===== src/rtl/mmio_debug_periph.sv =====
// rtl/mmio_debug_periph.sv - memory-mapped debug peripheral: console FIFOs, tick timer, status, halt
// Snoops the core data bus; console bytes leave on per-channel valid/ready streams.
module mmio_debug_periph #(
  parameter logic [31:0] BASE_ADDR  = 32'h8000_0000,
  parameter int          N_CHAN     = 2,
  parameter int          FIFO_DEPTH = 16,
  parameter int          TIMER_DIV  = 1000
) (
  input  logic                  clk,
  input  logic                  reset,
  input  logic [31:0]           write_address,
  input  logic [31:0]           data_write,
  input  logic [3:0]            write,
  input  logic                  read,
  input  logic [31:0]           read_address,
  output logic [31:0]           data_read,
  output logic                  hit,
  output logic [N_CHAN-1:0]     tx_valid,
  output logic [8*N_CHAN-1:0]   tx_data,
  input  logic [N_CHAN-1:0]     tx_ready,
  output logic                  halt,
  output logic [31:0]           halt_code
);

  localparam int AW = (FIFO_DEPTH > 1) ? $clog2(FIFO_DEPTH) : 1;
  localparam int CW = AW + 1;
  localparam int PW = (TIMER_DIV > 1) ? $clog2(TIMER_DIV) : 1;

  localparam logic [15:0] OFF_HALT    = 16'h0000;
  localparam logic [15:0] OFF_TX      = 16'h1000;
  localparam logic [15:0] OFF_STATUS  = 16'h5000;
  localparam logic [15:0] OFF_TIME_LO = 16'h6000;
  localparam logic [15:0] OFF_TIME_HI = 16'h6004;

  logic        wr_sel;
  logic [15:0] wr_off;
  logic [15:0] rd_off;
  logic        halt_wr;
  logic        status_wr;
  logic        time_lo_rd;

  logic [N_CHAN-1:0] push;
  logic [N_CHAN-1:0] full;
  logic [N_CHAN-1:0] ovf;
  logic [N_CHAN-1:0] not_empty;
  logic [31:0]       status;

  logic [PW-1:0] prescaler;
  logic [63:0]   tick;
  logic [31:0]   hi_snap;
  logic          prescale_wrap;

  assign wr_sel     = (write != 4'b0000) && (write_address[31:16] == BASE_ADDR[31:16]);
  assign wr_off     = write_address[15:0];
  assign rd_off     = read_address[15:0];
  assign hit        = read && (read_address[31:16] == BASE_ADDR[31:16]);
  assign halt_wr    = wr_sel && (wr_off == OFF_HALT);
  assign status_wr  = wr_sel && (wr_off == OFF_STATUS);
  assign time_lo_rd = hit && (rd_off == OFF_TIME_LO);

  genvar g;
  generate
    for (g = 0; g < N_CHAN; g++) begin : g_chan
      logic [7:0]    mem [FIFO_DEPTH];
      logic [AW-1:0] wr_ptr;
      logic [AW-1:0] rd_ptr;
      logic [CW-1:0] count;
      logic          pop;
      logic          accept;

      assign push[g]      = wr_sel && write[0] && (wr_off == OFF_TX + 16'(4 * g));
      assign full[g]      = (count == CW'(FIFO_DEPTH));
      assign not_empty[g] = (count != '0);
      assign pop          = not_empty[g] && tx_ready[g];
      // A full FIFO still takes a push when the head leaves on the same edge.
      assign accept       = push[g] && (!full[g] || pop);

      assign tx_valid[g]        = not_empty[g];
      assign tx_data[8*g +: 8]  = not_empty[g] ? mem[rd_ptr] : 8'h00;

      always_ff @(posedge clk) begin
        if (!reset && accept) begin
          mem[wr_ptr] <= data_write[7:0];
        end
      end

      always_ff @(posedge clk) begin
        if (reset) begin
          wr_ptr <= '0;
          rd_ptr <= '0;
          count  <= '0;
        end else begin
          if (accept) begin
            wr_ptr <= wr_ptr + AW'(1);
          end
          if (pop) begin
            rd_ptr <= rd_ptr + AW'(1);
          end
          case ({accept, pop})
            2'b10:   count <= count + CW'(1);
            2'b01:   count <= count - CW'(1);
            default: count <= count;
          endcase
        end
      end

      // A same-cycle overflow beats the STATUS clear.
      always_ff @(posedge clk) begin
        if (reset) begin
          ovf[g] <= 1'b0;
        end else if (push[g] && full[g] && !pop) begin
          ovf[g] <= 1'b1;
        end else if (status_wr) begin
          ovf[g] <= 1'b0;
        end
      end
    end
  endgenerate

  always_comb begin
    status = '0;
    for (int c = 0; c < N_CHAN; c++) begin
      status[c]      = full[c];
      status[8 + c]  = ovf[c];
      status[16 + c] = not_empty[c];
    end
  end

  assign prescale_wrap = (prescaler == PW'(TIMER_DIV - 1));

  always_ff @(posedge clk) begin
    if (reset) begin
      prescaler <= '0;
      tick      <= '0;
    end else if (prescale_wrap) begin
      prescaler <= '0;
      tick      <= tick + 64'd1;
    end else begin
      prescaler <= prescaler + PW'(1);
    end
  end

  // High word is frozen when the low word is read so the pair is coherent.
  always_ff @(posedge clk) begin
    if (reset) begin
      hi_snap <= '0;
    end else if (time_lo_rd) begin
      hi_snap <= tick[63:32];
    end
  end

  always_ff @(posedge clk) begin
    if (reset) begin
      halt      <= 1'b0;
      halt_code <= '0;
    end else if (halt_wr) begin
      halt      <= 1'b1;
      halt_code <= data_write;
    end
  end

  always_comb begin
    data_read = '0;
    if (hit) begin
      case (rd_off)
        OFF_STATUS:  data_read = status;
        OFF_TIME_LO: data_read = tick[31:0];
        OFF_TIME_HI: data_read = hi_snap;
        default:     data_read = '0;
      endcase
    end
  end

endmodule

===== config.mk =====
export PLATFORM = sky130hd
export DESIGN_NAME = mmio_debug_periph
export DESIGN_NICKNAME = d
export VERILOG_FILES = /design/src/rtl/mmio_debug_periph.sv
export SDC_FILE = /design/constraint.sdc
export NUM_CORES = 1
export LEC_CHECK = 0
export BUFFER_PORTS_ARGS = -buffer_cell sky130_fd_sc_hd__buf_2
export CORE_MARGIN = 1.5
export CORE_UTILIZATION = 40
export CTS_CLUSTER_SIZE = 40
export DETAILED_ROUTE_END_ITERATION = 8
export PLACE_DENSITY_LB_ADDON = 0.12
export SETUP_SLACK_MARGIN = 0.3
export SLEW_MARGIN = 20
export SYNTH_ARGS = -nofsm -noshare
export SYNTH_HDL_FRONTEND = slang
export SYNTH_SLANG_ARGS = --single-unit

===== constraint.sdc =====
create_clock -name clk -period 4.02 [get_ports clk]
set_input_delay 0.402 -clock clk [delete_from_list [all_inputs] [get_ports clk]]
set_output_delay 0.402 -clock clk [all_outputs]
set_load 0.03 [all_outputs]

### Yosys cells after proc, flatten, opt, wreduce, memory -nomap -nowiden

Memories as Yosys holds them, arrays and structs flattened. A register that Yosys moved wholly into a read port is not among the register bits.
Cells that the tools add are included.

* input port bits: 105
* logic and storage cells: 91
* memories kept: 2
* output and inout port bits: 84
* RAM bits: 256
* register bits: 167

Memories
* g_chan[0].mem: words 16, width 8, rd ports 1, clocked after Yosys merged registers in 1, write ports 1, line 64 `logic [7:0] mem [FIFO_DEPTH];`
* g_chan[1].mem: words 16, width 8, rd ports 1, clocked after Yosys merged registers in 1, write ports 1, line 64

* muxes and demuxes: 17
* reduce and logical (&&, ||, !) cells: 34
* $add $sub $neg: 10
* equality and inequality tests: 15

Operators by type and width (count)
* 32-bit one-hot mux with 3 select lines: 1
* 64-bit by 1-bit adder with 64-bit output, second input constant: 1
* 16-bit by 15-bit equality test with 1-bit output, second input constant: 4
* 16-bit by 13-bit equality test with 1-bit output, second input constant: 2
* 16-bit equality test, second input constant: 2
* 32-bit 2-to-1 mux: 1
* 5-bit one-hot mux with 2 select lines: 2
* 1-bit logical AND: 18
* 4-bit by 1-bit adder with 4-bit output, second input constant: 4
* 16-bit logical NOT: 1
* 4-bit 2-to-1 mux: 4
* 8-bit 2-to-1 mux: 2
* 10-bit by 1-bit adder with 10-bit output, second input constant: 1
* 5-bit by 1-bit adder with 5-bit output, second input constant: 2
* 10-bit equality test, second input constant: 1
* 5-bit equality test, second input constant: 2
* 5-bit nonzero test: 2
* 5-bit by 1-bit subtractor with 5-bit output, second input constant: 2
* 2-bit nonzero test: 4
* 1-bit 2-to-1 mux: 7
* 1-bit logical NOT: 5
* 2-bit by 1-bit equality test with 1-bit output, second input constant: 2
* 2-bit equality test, second input constant: 2
* 4-bit nonzero test: 1
* 2 further kinds: 3

### Depth between registers and ports, before layout

* depth in word-level cells: 8
* gate-level depth with buffers: 12
* depth with buffers taken out: 11

### Worst setup path before layout

No wires, ideal clock.

* path kind: input port to output port
* from: input port read_address[20]
* to: output port data_read[10]
* required time: 3.618 ns
* path slack: 0.921 ns
* path buffers: 2
* cell stages on the path: 7
* data arrival time: 2.697 ns
* cells stage by stage: nor4b_1 -> nand4_1 -> nor4b_2 -> nand2_1 -> clkbuf_1 -> buf_1 -> nor2_1

* longest elaborated chain between the ends: 3

RTL lines
* from (decl): line 15 `input logic [31:0] read_address,`
* 16-bit equality test: line 56 `assign hit = read && (read_address[31:16] == BASE_ADDR[31:16]);`
* 1-bit logical AND: line 56
* via hit: line 17 `output logic hit,`
* 32-bit 2-to-1 mux: line 164 `if (hit) begin`
* to (decl): line 16 `output logic [31:0] data_read,`

The timed path passes the listed nets, and every way through them passes these cells.

==> metrics.md <==
| Metric | Value |
|---|---|
| Status | `completed` |
| Initial DRC count | `730` |
| Share of layout cells above drive strength 1 | `0.243` |
| Total Routing Usage GR | `0.186` |
| Synth Flop Type | `edfxtp_1` |
| Relative slew margins | `0.292` |
| Pleak | `7.18 nW` |
| Final setup violation count | `0` |
| Multi-input logic area | `0.00648 sq mm` |
| Layout fillers | `3984` |
| Total wire length | `43000 um` |
| Hold Path Stages | `3` |
| CP Max Fanout | `18` |
| Min-Delay Path Class | `in -> reg` |
| Antenna violations before repair | `2` |
| Final #Nets | `1725` |
| Crit path kind | `reg -> out` |
| Final setup skew | `16.6 ps` |
| Max_cap viols | `0` |
| GR Overflow Total | `0` |
| # rows | `77` |
| Area post-placement | `0.0197 sq mm` |
| Inserted Clock Buffers | `48` |
| Peak supply drop | `0.366 mV` |
| Core Area | `0.0444 sq mm` |
| Synth top area share | `0.426` |
| Netlist cell types | `56` |
| Register area | `0.0112 sq mm` |
| Hold Buf Count CTS | `0` |
| CP startpoint kind | `flop` |
| Min cycle time layout | `3390 ps` |
| Pwr dens | `518 mW/mm^2` |
| Final instance area | `0.0212 sq mm` |
| Die Y | `215 um` |
| DRT Pass-1 Iters | `5` |
| Io pins | `189` |
| Worst-path clk slew | `60 ps` |
| Setup Buffers After CTS | `0` |
| Crit share post-route | `0.843` |
| Antenna diodes | `0` |
| Post-route ant nets | `0` |
| Max Slew Vio Count | `0` |
| Routed length per instance | `19.2 um` |
| Number of global-route vias before repair | `11600` |
| Worst hold margin | `77.1 ps` |
| Vias per cell | `5.18` |
| CTS sink count | `431` |
| Top area cells in the synthesized netlist | `edfxtp_1, dfxtp_1, mux4_2, nand2_1, nor2_1` |
| P&R area growth vs syn | `17.7%` |
| Total number of vias | `11600` |
| Starting Density | `0.406` |
| Yosys top cell by area | `edfxtp_1` |
| CP Capture Type | `output pin` |
| Post-synth top cells | `edfxtp_1, nand2_1, dfxtp_1, nor2_1, a21oi_1` |
| Post-Synthesis Cell Area | `0.0180 sq mm` |
| Die W | `215 um` |
| PortBufs | `188` |
| Gpl congestion | `0.756` |
| Die ar. | `0.0464 sq mm` |
| H-tree levels | `2` |
| Final Hold Viols | `0` |
| Core Util, Final | `0.478` |
| Later-pin clock latency in the skew report | `580 ps` |
| Post-synthesis register bit count | `431` |
| CTS Buffer Depth | `3` |
| First-pass GRT wire length | `67000 um` |
| Req. time, crit path | `3620 ps` |
| Asr flop ratio synth | `0` |
| Post_cts resized | `0` |
| Fmax | `295 MHz` |
| Drc violations | `0` |
| Final HPWL DP | `28100 um` |
| CTS tree | `built` |
| Unrepaired setup endpoints after global routing | `no` |
| Setup TNS | `0 ps` |
| WP data arrival | `2990 ps` |
| Mapped Nets | `1533` |
| Worst R2R Path Depth | `12` |
| Worst Max-Slew Pin Slew | `1060 ps` |
| Most frequent cell after synthesis | `edfxtp_1` |
| Post-synth EDFFs | `256` |
| Largest net degree at the start of global routing | `88` |
| Cell count after synthesis | `1412` |
| Syn avg cell area | `12.8 sq um` |
| Register area share after synthesis | `0.620` |
| Dpl ws | `727 ps` |
| Clock root cell | `clkbuf_16` |
| Ys Warns | `0` |
| Final worst slack | `633 ps` |
-- sequential cells by signal, indices dropped and copies added, names as in the netlist, named ones only --
| name | flops |
|---|---|
| g_chan.mem | 256 |
| halt | 1 |
| halt_code | 32 |
| hi_snap | 32 |
| tick | 64 |
| g_chan.count | 10 |
| prescaler | 10 |
| g_chan.wr_ptr | 8 |
| g_chan.rd_ptr | 8 |
| ovf | 2 |
-- kinds of logic (layout without fill, tap and decap cells) --
family	after synthesis	after routing	synth area share
xor+xnor	72	72	0.0349
simple gates	549	549	0.152
buf+inv	96	327	0.0211
flops	431	431	0.620
compound gates	129	129	0.0394
mux	119	119	0.122
fa+ha+maj	16	16	0.0111
-- metal layers --
layer,wire length (um),vias up,share of wire,track usage
met3,1750,74,0.041,0.0340
met4,784,2,0.018,0.0473
met2,20700,237,0.48,0.304
met1,19700,5707,0.46,0.257
li1,-,5552,-,-
met5,13,-,0.00030,0
-- metrics by stage --
step / power, mW / cells
after floorplan: 6.20 / 1412
after global placement: 6.79 / 2146
after detailed placement: 6.80 / 2146
after CTS: 11.2 / 2235
after global routing: 11.5 / 2235
final: 11.0 / 2235
-- path summary, 6_finish.rpt --
check | end | startpoint | slack [ps]
hold reg to reg | prescaler[0] | prescaler[0] | 450
setup reg to reg | g_chan[1].count[4] | g_chan[1].count[1] | 870
hold / removal | halt_code[10] | data_write[10] | 80
setup / recovery | tx_data[5] | flop | 630
-- area by class of cell --
cell class	count	share of cell area
Clock buffer	64	0.0628
Clock inverter	25	0.0110
Inverter	23	0.00406
Multi-Input combinational cell	885	0.305
Sequential cell	431	0.527
Tap cell	592	0.0349
Timing Repair Buffer	215	0.0553
-- cells in the final DEF (no fill, tap or decap), drive strengths merged, types with 23 or more instances in the layout --
master,instances
nand2,182
mux4,80
nor3,23
edfxtp,256
mux2i,34
inv,24
a21oi,83
nor4,29
nor2,167
nand3,30
clkbuf,64
dfxtp,175
buf,215
nand4,26
xor2,24
xnor2,48
-- power by group --
group          internal [mW]  switching [mW]
clock network           2.59            1.74
logic                  0.783            1.06
registers               4.74          0.0990
total                   8.11            2.90
-- worst max-delay path, stage by stage, from the launching register on --
cell and delay (ps):
dfxtp_2 720, buf_12 280, mux4_2 570, mux4_2 500, and2_1 170, buf_2 170
No activity file was read; power rests on OpenSTA's default activity.
